### config.mk
export PLATFORM = sky130hd
export DESIGN_NAME = seg_display_driver_flat
export DESIGN_NICKNAME = d
export VERILOG_FILES = /design/src/rtl/seg_display_driver_if.sv /design/src/rtl/seg_display_driver.sv /design/src/flat_wrapper.sv
export SDC_FILE = /design/constraint.sdc
export NUM_CORES = 1
export LEC_CHECK = 0
export CORE_MARGIN = 2
export CORE_UTILIZATION = 30
export CTS_BUF_LIST = sky130_fd_sc_hd__clkbuf_8
export CTS_CLUSTER_DIAMETER = 100
export CTS_CLUSTER_SIZE = 14
export DETAILED_ROUTE_END_ITERATION = 10
export SYNTH_ARGS = -nofsm -noshare
export SYNTH_HDL_FRONTEND = slang
export SYNTH_SLANG_ARGS = --single-unit
export TNS_END_PERCENT = 50
### constraint.sdc
create_clock -name clk -period 3.8 [get_ports clk]
set_input_delay 0.95 -clock clk [delete_from_list [all_inputs] [get_ports clk]]
set_output_delay 0.95 -clock clk [all_outputs]
set_load 0.01 [all_outputs]
### src/rtl/seg_display_driver_if.sv
// CPU-to-display channel: LED data word, load strobe, halt flag and conversion-busy status.
interface seg_display_driver_if #(
    parameter int WIDTH = 32
);
    logic [WIDTH-1:0] ledData;
    logic             ledValid;
    logic             halt;
    logic             busy;

    modport master (output ledData, output ledValid, output halt, input busy);
    modport slave  (input ledData, input ledValid, input halt, output busy);
endinterface

### src/rtl/seg_display_driver.sv
// Latches CPU ledData words and scans them onto a common-anode seven-segment display.
// Hex display by default; define DISP_BCD_EN for sequential double-dabble decimal display.
module seg_display_driver #(
    parameter int WIDTH    = 32,
    parameter int DIGITS   = 8,
    parameter int SCAN_DIV = 100000
) (
    input  logic                clk,
    input  logic                rst,
    seg_display_driver_if.slave cpu,
    output logic [DIGITS-1:0]   an,
    output logic [7:0]          seg
);
    localparam int DIV_W = $clog2(SCAN_DIV);
    localparam int IDX_W = (DIGITS > 1) ? $clog2(DIGITS) : 1;
`ifdef DISP_BCD_EN
    // Enough BCD digits for 2**WIDTH-1, padded so every display digit has a nibble.
    localparam int BCD_W = 4 * ((WIDTH * 30103) / 100000 + 1);
    localparam int VAL_W = (4 * DIGITS > BCD_W) ? 4 * DIGITS : BCD_W;
    localparam int CNT_W = $clog2(WIDTH) + 1;

    typedef enum logic [1:0] {ST_IDLE, ST_SHIFT, ST_DONE} state_t;
`else
    localparam int VAL_W = 4 * DIGITS;
`endif

    logic [DIV_W-1:0]  div_q, div_d;
    logic [IDX_W-1:0]  idx_q, idx_d;
    logic [VAL_W-1:0]  value_q, value_d;
    logic [DIGITS-1:0] an_q, an_d;
    logic [7:0]        seg_q, seg_d;
    logic [3:0]        nib_s;
    logic              ovf_s;

    function automatic logic [7:0] hex_code(input logic [3:0] n);
        case (n)
            4'h0:    hex_code = 8'hC0;
            4'h1:    hex_code = 8'hF9;
            4'h2:    hex_code = 8'hA4;
            4'h3:    hex_code = 8'hB0;
            4'h4:    hex_code = 8'h99;
            4'h5:    hex_code = 8'h92;
            4'h6:    hex_code = 8'h82;
            4'h7:    hex_code = 8'hF8;
            4'h8:    hex_code = 8'h80;
            4'h9:    hex_code = 8'h90;
            4'hA:    hex_code = 8'h88;
            4'hB:    hex_code = 8'h83;
            4'hC:    hex_code = 8'hC6;
            4'hD:    hex_code = 8'hA1;
            4'hE:    hex_code = 8'h86;
            4'hF:    hex_code = 8'h8E;
            default: hex_code = 8'hFF;
        endcase
    endfunction

`ifdef DISP_BCD_EN
    state_t             state_q, state_d;
    logic [WIDTH-1:0]   sh_q, sh_d;
    logic [BCD_W-1:0]   bcd_q, bcd_d;
    logic [BCD_W-1:0]   adj_s;
    logic [BCD_W+WIDTH-1:0] cat_s;
    logic [CNT_W-1:0]   cnt_q, cnt_d;
    logic               pend_q, pend_d;
    logic [WIDTH-1:0]   pend_data_q, pend_data_d;
    logic               busy_q, busy_d;

    function automatic logic [BCD_W-1:0] dabble_adj(input logic [BCD_W-1:0] b);
        logic [BCD_W-1:0] r;
        r = b;
        for (int i = 0; i < BCD_W / 4; i++) begin
            r[4*i +: 4] = (r[4*i +: 4] >= 4'd5) ? (r[4*i +: 4] + 4'd3) : r[4*i +: 4];
        end
        return r;
    endfunction

    // Any nonzero BCD digit beyond the visible ones means the number does not fit.
    assign ovf_s    = |(value_q >> (4 * DIGITS));
    assign cpu.busy = busy_q;

    // Conversion FSM next state: one double-dabble step per SHIFT cycle, 1-deep pending queue.
    always_comb begin
        state_d     = state_q;
        sh_d        = sh_q;
        bcd_d       = bcd_q;
        cnt_d       = cnt_q;
        pend_d      = pend_q;
        pend_data_d = pend_data_q;
        busy_d      = busy_q;
        value_d     = value_q;
        adj_s       = dabble_adj(bcd_q);
        cat_s       = {adj_s, sh_q} << 1;
        case (state_q)
            ST_IDLE: begin
                if (cpu.ledValid) begin
                    sh_d    = cpu.ledData;
                    bcd_d   = {BCD_W{1'b0}};
                    cnt_d   = {CNT_W{1'b0}};
                    busy_d  = 1'b1;
                    state_d = ST_SHIFT;
                end else begin
                    state_d = ST_IDLE;
                end
            end
            ST_SHIFT: begin
                {bcd_d, sh_d} = cat_s;
                cnt_d         = cnt_q + CNT_W'(1);
                if (cnt_q == CNT_W'(WIDTH - 1)) begin
                    state_d = ST_DONE;
                end else begin
                    state_d = ST_SHIFT;
                end
                if (cpu.ledValid) begin
                    pend_d      = 1'b1;
                    pend_data_d = cpu.ledData;
                end else begin
                    pend_d = pend_q;
                end
            end
            ST_DONE: begin
                value_d = VAL_W'(bcd_q);
                // A word arriving in DONE is newer than any pending one, so it wins.
                if (cpu.ledValid || pend_q) begin
                    sh_d    = cpu.ledValid ? cpu.ledData : pend_data_q;
                    bcd_d   = {BCD_W{1'b0}};
                    cnt_d   = {CNT_W{1'b0}};
                    pend_d  = 1'b0;
                    busy_d  = 1'b1;
                    state_d = ST_SHIFT;
                end else begin
                    busy_d  = 1'b0;
                    state_d = ST_IDLE;
                end
            end
            default: begin
                busy_d  = 1'b0;
                state_d = ST_IDLE;
            end
        endcase
    end
`else
    assign ovf_s    = 1'b0;
    assign cpu.busy = 1'b0;

    // Hex build: the word is displayed directly, last strobe wins.
    always_comb begin
        if (cpu.ledValid) begin
            value_d = VAL_W'(cpu.ledData);
        end else begin
            value_d = value_q;
        end
    end
`endif

    // Scan divider, digit index and next pin pattern for the currently selected digit.
    always_comb begin
        if (div_q == DIV_W'(SCAN_DIV - 1)) begin
            div_d = {DIV_W{1'b0}};
            idx_d = (idx_q == IDX_W'(DIGITS - 1)) ? {IDX_W{1'b0}} : (idx_q + IDX_W'(1));
        end else begin
            div_d = div_q + DIV_W'(1);
            idx_d = idx_q;
        end
        nib_s    = value_q[4*idx_q +: 4];
        an_d     = ~(DIGITS'(1) << idx_q);
        seg_d    = ovf_s ? 8'hBF : hex_code(nib_s);
        seg_d[7] = ~(cpu.halt && (idx_q == {IDX_W{1'b0}}));
    end

    // All state registers, cleared by the asynchronous active-low reset.
    always_ff @(posedge clk or negedge rst) begin
        if (!rst) begin
            div_q       <= {DIV_W{1'b0}};
            idx_q       <= {IDX_W{1'b0}};
            value_q     <= {VAL_W{1'b0}};
            an_q        <= {DIGITS{1'b1}};
            seg_q       <= 8'hFF;
`ifdef DISP_BCD_EN
            state_q     <= ST_IDLE;
            sh_q        <= {WIDTH{1'b0}};
            bcd_q       <= {BCD_W{1'b0}};
            cnt_q       <= {CNT_W{1'b0}};
            pend_q      <= 1'b0;
            pend_data_q <= {WIDTH{1'b0}};
            busy_q      <= 1'b0;
`endif
        end else begin
            div_q       <= div_d;
            idx_q       <= idx_d;
            value_q     <= value_d;
            an_q        <= an_d;
            seg_q       <= seg_d;
`ifdef DISP_BCD_EN
            state_q     <= state_d;
            sh_q        <= sh_d;
            bcd_q       <= bcd_d;
            cnt_q       <= cnt_d;
            pend_q      <= pend_d;
            pend_data_q <= pend_data_d;
            busy_q      <= busy_d;
`endif
        end
    end

    assign an  = an_q;
    assign seg = seg_q;
endmodule

### src/flat_wrapper.sv
// flat-port wrapper written by rule: the top's interface ports become plain ports
module seg_display_driver_flat 
#(
    parameter int WIDTH    = 32,
    parameter int DIGITS   = 8,
    parameter int SCAN_DIV = 100000
)
  (clk, rst, an, seg, cpu_ledData, cpu_ledValid, cpu_halt, cpu_busy);
  seg_display_driver_if #(.WIDTH(WIDTH)) cpu_i ();
  input  logic clk;
  input  logic rst;
  output logic [DIGITS-1:0] an;
  output logic [7:0] seg;
  input wire logic [$bits(cpu_i.ledData)-1:0] cpu_ledData;
  input wire logic [$bits(cpu_i.ledValid)-1:0] cpu_ledValid;
  input wire logic [$bits(cpu_i.halt)-1:0] cpu_halt;
  output wire logic [$bits(cpu_i.busy)-1:0] cpu_busy;
  assign cpu_i.ledData = cpu_ledData;
  assign cpu_i.ledValid = cpu_ledValid;
  assign cpu_i.halt = cpu_halt;
  assign cpu_busy = cpu_i.busy;
  seg_display_driver #(.WIDTH(WIDTH), .DIGITS(DIGITS), .SCAN_DIV(SCAN_DIV)) u_core (.clk(clk), .rst(rst), .cpu(cpu_i), .an(an), .seg(seg));
endmodule
=== After elaboration in Yosys (flattened, before gate mapping) ===
Memory sizes are Yosys's and may differ from the RTL's. A register that Yosys moved wholly into a read port is not among the register bits.
Cells that the tools add are included.

* Word-level logic and storage cells: 19
* Flip-flop bits (word level): 68
* Memory bits (read-only): 112
* Bits of input ports: 36
* Output and inout bits: 17
* Memories kept: 1

* Equal/unequal tests: 2
* Reduce and logical (&&, ||, !) cells: 3
* Shifts and indexed selects: 2
* Bitwise gates (word level): 2
* Add/subtract/negate cells: 2
* Muxes and demuxes: 2

{| class="wikitable"
|+ Memory list
! name !! words !! bits a word !! rd ports !! clocked after Yosys merged registers in !! write ports !! RTL line !! text
|-
| (no name shown) || 16 || 7 || 1 || 1 || 0 || seg_display_driver.sv:36 || <nowiki>case (n)</nowiki>
|}

{| class="wikitable"
|+ Operators by type and width
! cell !! count
|-
| $shiftx 32x6->4 || 1
|-
| $add 17x1->17 const B || 1
|-
| $eq 17x17->1 const B || 1
|-
| $mux 17 || 1
|-
| $not 8->8 || 1
|-
| $shl 1x3->8 const A || 1
|-
| $add 3x1->3 const B || 1
|-
| $eq 3x3->1 const B || 1
|-
| $logic_not 3->1 || 1
|-
| $mux 3 || 1
|-
| $logic_and 1x1->1 || 1
|-
| $logic_not 1->1 || 1
|-
| $not 1->1 || 1
|}

=== Depth between registers and ports, before layout ===
Gate-level depths: netlist (run 1).

* Depth after elaboration: 3
* Gate-level depth with buffers: 8
* Mapped depth without buffers: 7

=== Least setup slack after synthesis (run 1) ===
OpenSTA, ideal clock, no wires.

* Path kind: register to register
* Start point: register u_core.idx_q[0]
* End point: register u_core.seg_q[0] (netlist: u_core.seg[0])
* Cell stages (with the launch flop): 8
* Buffers on the path: 1
* Slack: 1.536 ns
* Data arrival time: 2.183 ns
* Setup time: 0.082 ns
* Clock period less this slack: 2.264 ns
* Data required time: 3.718 ns
* Path through: dfrtp_1 > buf_6 > mux4_1 > mux2i_1 > inv_1 > ha_1 > and3_2 > a211o_1

* Word-level cells in the longest chain between the ends: 1

{| class="wikitable"
|+ Ends and longest elaborated chain
! element !! RTL line !! text
|-
| start, declared || seg_display_driver.sv:28 || <nowiki>logic [IDX_W-1:0] idx_q, idx_d;</nowiki>
|-
| start signal, assigned || seg_display_driver.sv:174 || <nowiki>idx_q <= {IDX_W{1'b0}};</nowiki>
|-
| start signal, assigned || seg_display_driver.sv:189 || <nowiki>idx_q <= idx_d;</nowiki>
|-
| $shiftx 32x6->4 || seg_display_driver.sv:164 || <nowiki>nib_s = value_q[4*idx_q +: 4];</nowiki>
|-
| end, declared || seg_display_driver.sv:31 || <nowiki>logic [7:0] seg_q, seg_d;</nowiki>
|}

Every way passes these cells.
A chain may end at the register's enable or synchronous reset.

=== Worst setup path after layout (run 1) ===
Same ends and word-level chain as after synthesis.

==> results.py, run 1 <==
metrics = {
    "layout": {
        "final_cell_mix": "52 x dfrtp_1, 50 x clkdlybuf4s50_1, 36 x mux2_2",
        "seq_area_sq_mm": 0.001722,
        "multi_input_area_sq_mm": 0.001359,
        "diodes": 0,
        "areaGrowthSynthToFinish_pct": 27.30,
        "final_common_cell": "dfrtp_1",
        "layout-drive-gt1-share_pct": 27.24,
        "nNetsFinal": 334,
        "nFillCells": 992,
    },
    "floorplanning": {
        "rows": 37,
        "initial_core_util_pct": 30.81,
        "dieArea_sq_mm": 0.01139,
        "die_h_um": 106.7,
        "fp.dieW_um": 106.7,
        "io_pins": 53,
        "core_area_sq_mm": 0.01028,
    },
    "drt": {
        "vias": 1920,
        "viasPerCell": 4.507,
        "drt_iter0_drc": 72,
        "drt_first_pass_iters": 4,
        "drc": 0,
        "postRouteAntennaNets": 0,
        "wl_per_cell_um": 13.58,
        "drt_wl_total_mm": 5.784,
    },
    "clock_network": {
        "cts_setup_buffers": 0,
        "holdBufCountCts": 0,
        "path_clk_slew_ns": 0.07,
        "root_buffer": "clkbuf_8",
        "cts-resized-gates": 0,
        "cts.sinks": 68,
        "clockBufferDepth": 2,
        "cts_tree": "done",
        "cts_buffers": 9,
        "insertion_delay_ns": 0.34,
        "htreeDepth": 3,
    },
    "power": {
        "p_leak_nw": 1.675,
        "internal_power_mw": 1.267,
        "powerDensity_mw_per_mm2": 406.7,
        "swShare_pct": 22.75,
        "p_switching_uw": 372.9,
        "p_seq_share_pct": 48.9,
        "power_frac_comb_pct": 12.2,
        "vdd_ir_drop_max_mv": 0.1279,
        "clockPowerShare_pct": 39.0,
    },
    "outcome": {
        "status": "finished, final reports clean",
    },
    "global_routing": {
        "grt_pass1_wl_mm": 9.597,
        "met2_usage_pct": 15.70,
        "busiest_layer": "met2",
        "use_met1_pct": 15.20,
        "grt_antenna_before_repair": 0,
        "grt_max_degree": 33,
        "overflow": 0,
        "grt_use_total_pct": 11.03,
        "grt_pass1_vias": 1951,
        "globalRouteMet3Util_pct": 3.647,
    },
    "synthesis": {
        "ys_seq_elements": 68,
        "yosysSeqAreaShare_pct": 54.37,
        "syn_inst": 229,
        "yosys_warnings": 0,
        "syn-num-nets": 278,
        "syn-mean-instance-area_sq_um": 13.83,
        "yosysUniqueCellTypes": 36,
        "syn_area_sq_mm": 0.003167,
    },
    "setup_path": {
        "critPathLaunchType": "flip-flop",
        "cp_max_fo": 13,
        "worstPathRequired_ns": 4.06,
        "end_kind": "flip-flop",
        "crit_type": "flip-flop to flip-flop",
        "worstPathArrival_ns": 2.95,
        "worstRegToRegCells": 6,
    },
    "placed_design": {
        "dpl.hpwl_mm": 4.168,
        "place_congestion": 0.7946,
        "io_buffers": 51,
        "post-place-ws_ns": 1.066,
    },
    "sta": {
        "layout_setup_ws_ns": 1.116,
        "fin_skew_ns": 0.005174,
        "finalSetupViolCount": 0,
        "fin_crit_ns": 2.684,
        "timing.setup.tns_ns": 0,
        "slew_headroom_pct": 60.44,
        "fin_crit_sh_pct": 70.64,
        "finalHoldViolCount": 0,
        "worst_slew_pin_slew_ns": 0.5770,
        "fmax_mhz": 372.5,
        "rsz0062_at_grt": "false",
        "drv_slew": 0,
    },
    "job": {
        "max-cap-violations": 0,
    },
    "min_path": {
        "min_path_type": "input pin to asynchronous set/reset pin",
    },
}
cells by family (layout without fill, tap and decap cells):
group | Yosys count | in the layout | synth area share (%)
adder cells (fa/ha/maj) | 13 | 13 | 5.136
AND/OR/NAND/NOR | 50 | 50 | 8.377
multiplexers | 55 | 55 | 23.35
XOR/XNOR | 15 | 15 | 4.149
flip-flops | 68 | 68 | 54.37
other | 1 | 1 | 0.1184
AO/OA/AOI/OAI | 8 | 8 | 1.778
buffers and inverters | 19 | 80 | 2.726
power groups by stage:
stage,sequential (mW),combinational [mW],clock [mW]
5_1_grt,0.808,0.219,0.694
3_5_place_dp,0.815,0.203,0
2_1_floorplan,0.814,0.103,0
4_1_cts,0.802,0.203,0.662
6_report,0.801,0.200,0.639
3_3_place_gp,0.816,0.199,0
per-layer routing:
layer | share of wire, % | vias up
met5 | 0 | -
met4 | 2.0 | 0
met3 | 4.6 | 12
met2 | 44 | 46
met1 | 50 | 936
li1 | - | 926
flip-flops by register name, summed over array words and instances, names as in the netlist:
signal,flops
u_core.value_q,32
u_core.div_q,17
u_core.an,8
u_core.seg,8
u_core.idx_q,3
synth_stat cells:
cell type | number | area (sq um)
inv_1 | 9 | 33.78
nor2b_1 | 1 | 6.260
mux2i_4 | 2 | 45.04
nand3_1 | 10 | 50.05
xnor2_1 | 7 | 61.31
dfstp_2 | 16 | 420.4
nand2_1 | 10 | 37.54
or4_1 | 1 | 7.510
a22o_1 | 1 | 8.760
and3_2 | 1 | 7.510
buf_6 | 1 | 11.26
o31ai_1 | 2 | 15.01
o2bb2ai_1 | 1 | 8.760
mux2_2 | 36 | 405.4
buf_4 | 2 | 15.01
nand4bb_1 | 1 | 11.26
a21oi_1 | 1 | 5.000
clkbuf_1 | 3 | 11.26
nor3_1 | 3 | 15.01
xor2_1 | 8 | 70.07
a211o_1 | 1 | 8.760
nor2_1 | 10 | 37.54
o21ai_0 | 2 | 10.01
inv_2 | 1 | 3.750
nor4_1 | 2 | 12.51
and4_1 | 4 | 35.03
mux4_1 | 5 | 131.4
mux2i_1 | 9 | 90.09
conb_1 | 1 | 3.750
mux4_2 | 3 | 67.56
or3_1 | 1 | 6.260
ha_1 | 13 | 162.7
nor3b_1 | 1 | 7.510
nand4_1 | 5 | 31.28
buf_1 | 3 | 11.26
dfrtp_1 | 52 | 1301
cell type report:
cell class                      instances  share of cell area [%]
Inverter                               10                  0.9311
Timing Repair Buffer                   54                   13.10
Multi-Input combinational cell        142                   33.71
Tap cell                              136                   4.221
Clock buffer                            9                   3.073
Sequential cell                        68                   42.71
Clock inverter                          7                   2.266
worst paths after layout:
| path | from | end | slack, ns |
|---|---|---|---|
| worst min register to register | u_core.div_q[0] | u_core.div_q[0] | 0.50 |
| max in group asynchronous | rst | u_core.seg[7] | 2.60 |
| worst max register to register | u_core.idx_q[0] | u_core.seg[0] | 1.12 |
| min in group clk | u_core.div_q[0] | u_core.div_q[0] | 0.50 |
| worst max-delay path | u_core.idx_q[0] | u_core.seg[0] | 1.12 |
| worst min-delay path | rst | u_core.div_q[7] | 0.49 |
per-stage QoR:
| step | cell area, sq um | std cells | power [mW] | hold WS [ns] | utilization [%] |
|---|---|---|---|---|---|
| after CTS | 4031 | 426 | 1.667 | 0.4845 | 39.23 |
| after detailed placement | 3816 | 410 | 1.018 | 0.4944 | 37.13 |
| after global placement | 3816 | 410 | 1.015 | 0.4713 | 37.13 |
| after global routing | 4031 | 426 | 1.720 | 0.4905 | 39.23 |
| final | 4031 | 426 | 1.640 | 0.4915 | 39.23 |
| after floorplan | 3167 | 229 | 0.9173 | 0.4479 | - |
critical path, cell delays in order (launching register included):
cell,delay [ns]
dfrtp_1,0.70
mux4_1,0.61
mux2i_1,0.49
inv_1,0.15
ha_1,0.26
and3_2,0.19
a211o_1,0.22
No activity file was read; power rests on OpenSTA's default activity.
==> run 2: changes to the inputs <==
==> constraint.sdc (replaced) <==
create_clock -name clk -period 2.5 [get_ports clk]
set_input_delay 0.625 -clock clk [delete_from_list [all_inputs] [get_ports clk]]
set_output_delay 0.625 -clock clk [all_outputs]
set_load 0.01 [all_outputs]
==> results.py, run 2 (synthesized netlist as in run 1, its figures left out) <==
metrics = {
    "setup_path": {
        "cp_num_buf_inv": 2,
        "worstPathCellList": "mux4_1, mux2i_1, buf_4, ha_1, inv_1, or3_1, o21ai_0",
        "max_stage_delay_ns": 0.58,
        "worstPathRequired_ns": 2.76,
        "cp-startpoint": "u_core.idx_q[0]",
        "end_kind": "flip-flop",
        "critPathSlowestCell": "mux4_1",
        "cp.depth": 7,
        "path_delay_family": "multiplexers",
        "r2r-start": "u_core.idx_q[0]",
        "worstPathArrival_ns": 2.48,
        "critPathLaunchType": "flip-flop",
        "crit_type": "flip-flop to flip-flop",
        "cp_max_fo": 5,
        "worstRegToRegCells": 7,
    },
    "clock_network": {
        "cts_tree": "done",
        "path_clk_slew_ns": 0.07,
        "htreeDepth": 3,
        "cts-resized-gates": 0,
        "insertion_delay_ns": 0.34,
        "clockBufferDepth": 2,
        "cts.sinks": 68,
        "cts_setup_buffers": 0,
        "holdBufCountCts": 0,
        "cts_buffers": 9,
        "root_buffer": "clkbuf_8",
    },
    "layout": {
        "final_common_cell": "dfrtp_1",
        "nNetsFinal": 340,
        "diodes": 0,
        "reg_top3": "u_core.value_q (32), u_core.div_q (17)",
        "final_cell_mix": "52 x dfrtp_1, 50 x clkdlybuf4s50_1, 36 x mux2_2",
        "largest_reg_flops": 32,
        "instances_no_fill": 432,
        "final_util_pct": 40.11,
        "regMostFlops": "u_core.value_q",
        "areaGrowthSynthToFinish_pct": 30.19,
        "fin_area_sq_mm": 0.004123,
        "layout-drive-gt1-share_pct": 28.72,
    },
    "job": {
        "max-cap-violations": 0,
    },
    "sta": {
        "rsz0062_at_grt": "false",
        "fin_skew_ns": 0.007161,
        "finalSetupViolCount": 0,
        "timing.setup.tns_ns": 0,
        "fmax_mhz": 449.8,
        "finalHoldViolCount": 0,
        "drv_slew": 0,
        "fin_crit_sh_pct": 88.93,
        "fin_crit_ns": 2.223,
    },
    "placed_design": {
        "io_buffers": 51,
        "dp_cells": 416,
        "place_congestion": 0.7984,
        "place_area_sq_mm": 0.003874,
        "dpl.hpwl_mm": 4.244,
    },
    "power": {
        "p_leak_nw": 1.724,
        "powerDensity_mw_per_mm2": 640.7,
        "vdd_ir_drop_max_mv": 0.3015,
        "total_power_mw": 2.642,
    },
    "drt": {
        "drc": 0,
        "drt_wl_total_mm": 5.847,
        "viasPerCell": 4.463,
        "vias": 1928,
        "drt_iter0_drc": 50,
        "wl_per_cell_um": 13.53,
        "drt_first_pass_iters": 4,
        "postRouteAntennaNets": 0,
    },
    "min_path": {
        "min_path_type": "input pin to asynchronous set/reset pin",
    },
    "floorplanning": {
        "die_h_um": 106.7,
        "fp.dieW_um": 106.7,
        "initial_core_util_pct": 30.81,
        "io_pins": 53,
        "rows": 37,
        "dieArea_sq_mm": 0.01139,
        "core_area_sq_mm": 0.01028,
    },
    "global_routing": {
        "grt_pass1_wl_mm": 9.791,
        "grt_antenna_before_repair": 0,
        "grt_use_total_pct": 11.26,
        "overflow": 0,
        "grt_pass1_vias": 2038,
        "grt_max_degree": 39,
    },
    "outcome": {
        "status": "finished, final reports clean",
    },
}
## run 2: path summary, 6_finish.rpt
check / end / slack (ns)
min in group clk: u_core.div_q[0] / 0.48
min: u_core.div_q[0] / 0.24
min reg2reg: u_core.div_q[0] / 0.48
max reg2reg: u_core.seg[1] / 0.28
max: u_core.seg[1] / 0.28
max in group asynchronous: u_core.seg[1] / 1.85
## run 2: stage by stage
step	hold slack, ns	setup slack, ns
final	0.2434	0.2768
after floorplan	0.3294	0.2357
after CTS	0.2423	0.2942
after global placement	0.4760	0.3947
after detailed placement	0.4809	0.3305
after global routing	0.2411	0.1894
## run 2: metal layers
metal / vias up / part of all wire, % / track usage [%] / wire (um)
li1: 938 / - / - / -
met1: 943 / 49 / 14.74 / 2853
met2: 40 / 45 / 16.92 / 2631
met3: 7 / 4.6 / 3.830 / 267
met4: 0 / 1.6 / 5.009 / 95
met5: - / 0 / 0 / 0
## run 2: final cells by class
class,count,area (sq um)
flip-flops and latches,68,1722
inverters,10,37.54
well taps,136,170.2
multi-input cells,142,1359
fillers,988,6155
clock inverters,6,111.4
repair buffers,60,585.6
clock buffers,10,137.6
## run 2: where the power goes
group	total [mW]	switching (mW)	internal, mW
Sequential	1.22	0.0309	1.19
Combinational	0.314	0.123	0.190
Clock	1.11	0.422	0.689
Total	2.64	0.576	2.07
